### config.mk
export PLATFORM = sky130hd
export DESIGN_NAME = crc32_strip_buf
export DESIGN_NICKNAME = d
export VERILOG_FILES = /design/src/rtl/crc32_strip_buf.sv
export SDC_FILE = /design/constraint.sdc
export NUM_CORES = 1
export LEC_CHECK = 0
export BUFFER_PORTS_ARGS = -buffer_cell sky130_fd_sc_hd__buf_2
export CORE_ASPECT_RATIO = 1.25
export CORE_UTILIZATION = 30
export CTS_CLUSTER_SIZE = 16
export DETAILED_ROUTE_END_ITERATION = 8
export PLACE_DENSITY = 0.56
export SYNTH_ARGS = -nofsm -noshare
export SYNTH_HDL_FRONTEND = slang
export SYNTH_SLANG_ARGS = --single-unit
export TNS_END_PERCENT = 50
### constraint.sdc
create_clock -name clk -period 3.6 [get_ports clk]
set_input_delay 1.08 -clock clk [delete_from_list [all_inputs] [get_ports clk]]
set_output_delay 1.08 -clock clk [all_outputs]
set_load 0.05 [all_outputs]
### src/rtl/crc32_strip_buf.sv
// Four-deep byte delay line that drops the trailing 4 bytes (the CRC) of every frame.
// Latency: byte k is emitted one cycle after byte k+4 is accepted; last flag rides on the final emitted byte.
// Backpressure: none; advances only on valid, flushes on the last byte of a frame.
module crc32_strip_buf (
    input  logic       clk,
    input  logic       rst_n,
    input  logic [7:0] data,
    input  logic       valid,
    input  logic       last,
    output logic [7:0] dly_data,
    output logic       dly_valid,
    output logic       dly_last
);

    logic [7:0] taps [4];
    logic [2:0] fill;
    logic       full;

    assign full = (fill == 3'd4);

    // Shift accepted bytes through the taps; once four are held, each new byte pushes the oldest out.
    always_ff @(posedge clk or negedge rst_n) begin
        if (!rst_n) begin
            for (int i = 0; i < 4; i++) taps[i] <= 8'h00;
            fill      <= 3'd0;
            dly_data  <= 8'h00;
            dly_valid <= 1'b0;
            dly_last  <= 1'b0;
        end else begin
            dly_valid <= valid && full;
            dly_last  <= valid && last && full;
            if (valid && full) dly_data <= taps[3];
            if (valid) begin
                taps[0] <= data;
                taps[1] <= taps[0];
                taps[2] <= taps[1];
                taps[3] <= taps[2];
                // The four bytes still held at frame end are the CRC: forget them.
                if (last)       fill <= 3'd0;
                else if (!full) fill <= fill + 3'd1;
            end
        end
    end

endmodule

; After elaboration in Yosys (flattened, before gate mapping)
; Cells that the tools add are included.
[word_totals]
register_bits = 45
word_cells = 17
in_bits = 12
output_inout_bits = 10
[op_classes]
muxes = 2
add_sub_neg = 1
eq_ne = 2
n_reduce_logical = 4
[ops]
columns = cell, n
row1 = $mux 3, 2
row2 = $add 3x1->3 const B, 1
row3 = $eq 3x3->1 const B, 1
row4 = $logic_and 1x1->1, 3
row5 = $ne 2x2->1 const B, 1
row6 = $reduce_and 2->1, 1

; Longest topological paths before layout
[logic_depth]
word_depth = 3
ltp_mapped = 5
mapped_depth_nobuf = 5

; Worst setup path after synthesis
; No wires, ideal clock.
[synth_timing]
kind = input to register
start = in valid
end = reg taps[10] (netlist bit)
setup_time_ns = 0.125
arrival_time_ns = 1.687
path_buffers = 2
slack_ns = 1.788
t_required_ns = 3.475
stages = 3
path_cell_list = buf_6 > buf_4 > mux2_2
[synth_rtl]
columns = element, line_no
row1 = "start, declared", 8  ; input logic valid,
row2 = "end, declared", 15  ; logic [7:0] taps [4];
; No word-level cell between the ends.

; Worst setup path after layout
[layout_timing]
start = in valid
end = reg dly_data[7]
[layout_via]
elab_chain_cells = 1
[layout_rtl]
columns = element, line_no
row1 = $logic_and 1x1->1, 32  ; if (valid && full) dly_data <= taps[3];
row2 = "end signal, assigned", 32
row3 = "end, declared", 10  ; output logic [7:0] dly_data,
; No other way between the ends.
; A chain may end at the register's enable or synchronous reset.

==> impl_metrics.env <==
export IMPL_status="complete, no violations"
export IMPL_top_layer="met4"
export IMPL_dp_hpwl_um=1730
export IMPL_clk_pin_slew_ns=0.08
export IMPL_port_buffers=21
export IMPL_report_final_slew_viol_count=0
export IMPL_crit_path_top_delay_cell="buf_2"
export IMPL_start_kind="input pin"
export IMPL_grt_pass1_vias=944
export IMPL_drtIter0Drc=36
export IMPL_vias=906
export IMPL_cts_setup_buffers=0
export IMPL_clock_fmax_ghz=0.465
export IMPL_fin_crit_ns=2.15
export IMPL_instances_no_fill=195
export IMPL_ant_nets=0
export IMPL_drt_first_pass_iters=4
export IMPL_met1_length_um=1070
export IMPL_worstMarginPinSlew_ns=0.961
export IMPL_r2r_end="fill[0]"
export IMPL_fin_crit_sh_pct=59.7
export IMPL_clk_latency_ns=0.28
export IMPL_rr_worst_depth=5
export IMPL_max_cap_violations=0
export IMPL_grt_max_degree=46
export IMPL_setup_worst_path_class="in -> reg"
export IMPL_root_buffer="clkbuf_8"
export IMPL_cp_arrival_ns=2.32
export IMPL_layout_drive_gt1_share_pct=54.2
export IMPL_die_h_um=86.9
export IMPL_globalRoute_totalOverflow=0
export IMPL_fin_nets=144
export IMPL_reg2reg_slack_ns=2.15
export IMPL_syn2layout_area_growth_pct=15.6
export IMPL_cp_buffers_inverters=1
export IMPL_dieArea_um2=6070
export IMPL_worstReg2RegStart="fill[0]"
export IMPL_syn_area_um2=1730
export IMPL_leakage_nw=0.927
export IMPL_clock_skew_ns=0.00188
export IMPL_cts_tree="built"
export IMPL_wl_met2_um=1210
export IMPL_fillers=527
export IMPL_drc=0
export IMPL_finalSetupViolCount=0
export IMPL_powerDensity_nw_per_um2=692
export IMPL_max_stage_delay_ns=0.60
export IMPL_clockBufferDepth=2
export IMPL_vias_per_cell=4.65
export IMPL_clock_sinks=45
export IMPL_wire_per_inst_um=13.0
export IMPL_rsz0062_at_grt="no"
export IMPL_core_area_um2=5480
export IMPL_endpoint_kind="flop"
export IMPL_ys_warn_count=0
export IMPL_die_x_um=69.9
export IMPL_grt_total_usage_pct=9.74
export IMPL_hold_slack_ns=0.502
export IMPL_holdPathStages=1
export IMPL_critPathMaxFanout=38
export IMPL_ys_types=15
export IMPL_diodes=0
export IMPL_hold_buffers=0
export IMPL_hold_start="dly_data[2]"
export IMPL_ctsResizeCount=0
export IMPL_peakVddDrop_mv=0.166
export IMPL_htreeDepth=2
export IMPL_rows=30
export IMPL_hold_viol_final=0
export IMPL_yosysSeqAreaShare_pct=65.1
export IMPL_synth_nets=120
export IMPL_grt_pass1_wl_um=4570
export IMPL_routed_wl_um=2540
export IMPL_dp_cells=187
export IMPL_fin_util_pct=36.5
export IMPL_cts_buffers=5
export IMPL_worstPathRequired_ns=3.77
export IMPL_met3_wirelength_um=137
export IMPL_holdPathEnd="dly_data[2]"
export IMPL_pin_count=22
export IMPL_hp_class="reg -> reg"
export IMPL_critical_path_top_delay_family="buffers and inverters"
export IMPL_synthCells=106
export IMPL_worstPathCellList="buf_2 > nand3_4 > mux2_2"
export IMPL_routabilityCongestion=0.697
export IMPL_antenna_found_initial=0
export IMPL_synth_seq_cells=45
export IMPL_fin_setup_tns_ns=0
export IMPL_syn_mean_instance_area_um2=16.3
export IMPL_initial_core_util_pct=31.6
export IMPL_slew_headroom_pct=35.9
## final cells by class
class | instances | area (um2) | area share [%]
clock inverter | 1 | 30.0 | 1.50
clock buffer | 7 | 86.3 | 4.32
sequential | 45 | 1130 | 56.3
tap | 64 | 80.1 | 4.01
multi-input combinational | 53 | 557 | 27.8
timing repair buffer | 21 | 105 | 5.26
inverter | 4 | 15.0 | 0.751
## worst max-delay path by stage
stage           from     endpoint  slack (ns)  cells after the start
2_1_floorplan  valid     taps[10]        1.79                      3
3_3_place_gp   valid  dly_data[3]        1.18                      3
3_5_place_dp   valid  dly_data[7]        1.11                      3
4_1_cts        valid  dly_data[7]        1.43                      3
5_1_grt        valid  dly_data[7]        1.33                      3
6_report       valid  dly_data[7]        1.45                      3
## cell usage after synthesis
cell type,instances,share of area (%)
a21oi_1,2,0.58
a22o_1,1,0.51
a31o_2,1,0.51
and3b_1,1,0.51
buf_2,1,0.29
buf_4,2,0.87
buf_6,1,0.65
dfrtp_1,45,65
ha_1,2,1.4
inv_1,4,0.87
mux2_2,41,27
nand2_1,2,0.43
nand3_4,1,1.0
nor2_1,1,0.22
o21ai_0,1,0.29
## cells in the final DEF, fill, tap and decap left out
cell,count
nand3_4,1
and3b_1,1
nor2_1,1
clkbuf_8,6
o21ai_0,1
mux2_2,41
a21oi_1,2
buf_2,21
bufinv_16,1
ha_1,2
nand2_1,2
a22o_1,1
a31o_2,1
dfrtp_1,45
inv_1,4
clkbuf_1,1
## state kept, by name, summed over array words and instances, names as in the netlist
| signal | cells |
|---|---|
| dly_valid | 1 |
| taps | 32 |
| dly_last | 1 |
| dly_data | 8 |
| fill | 3 |
## logic make-up (layout without fill, tap and decap cells)
kind of cell    after synthesis  in the layout  share of synthesized area (%)
simple gates                  5              5                           2.17
flops                        45             45                           65.1
compound gates                5              5                           1.88
buf+inv                       8             33                           2.68
mux                          41             41                           26.7
fa+ha+maj                     2              2                           1.45
## layer usage
layer,track usage (%),vias up
met2,14.2,21
met5,0,-
met4,6.91,0
met1,11.7,454
met3,3.94,11
li1,-,420
## power breakdown
| part | internal (mW) | leakage (nW) | total, mW | switching (mW) |
|---|---|---|---|---|
| combinational | 0.122 | 0.324 | 0.334 | 0.213 |
| clock | 0.226 | 0.0585 | 0.382 | 0.156 |
| sequential | 0.612 | 0.545 | 0.668 | 0.0558 |
| total | 0.960 | 0.927 | 1.38 | 0.424 |
## metrics by stage
| stage | setup WS (ns) | instance area [um2] | total power [mW] |
|---|---|---|---|
| floorplan | 1.79 | 1730 | 0.927 |
| global placement | 1.18 | 1880 | 1.01 |
| detailed placement | 1.11 | 1880 | 1.02 |
| CTS | 1.43 | 2000 | 1.41 |
| global route | 1.33 | 2000 | 1.47 |
| finish | 1.45 | 2000 | 1.38 |
No activity file was read; power rests on OpenSTA's default activity.
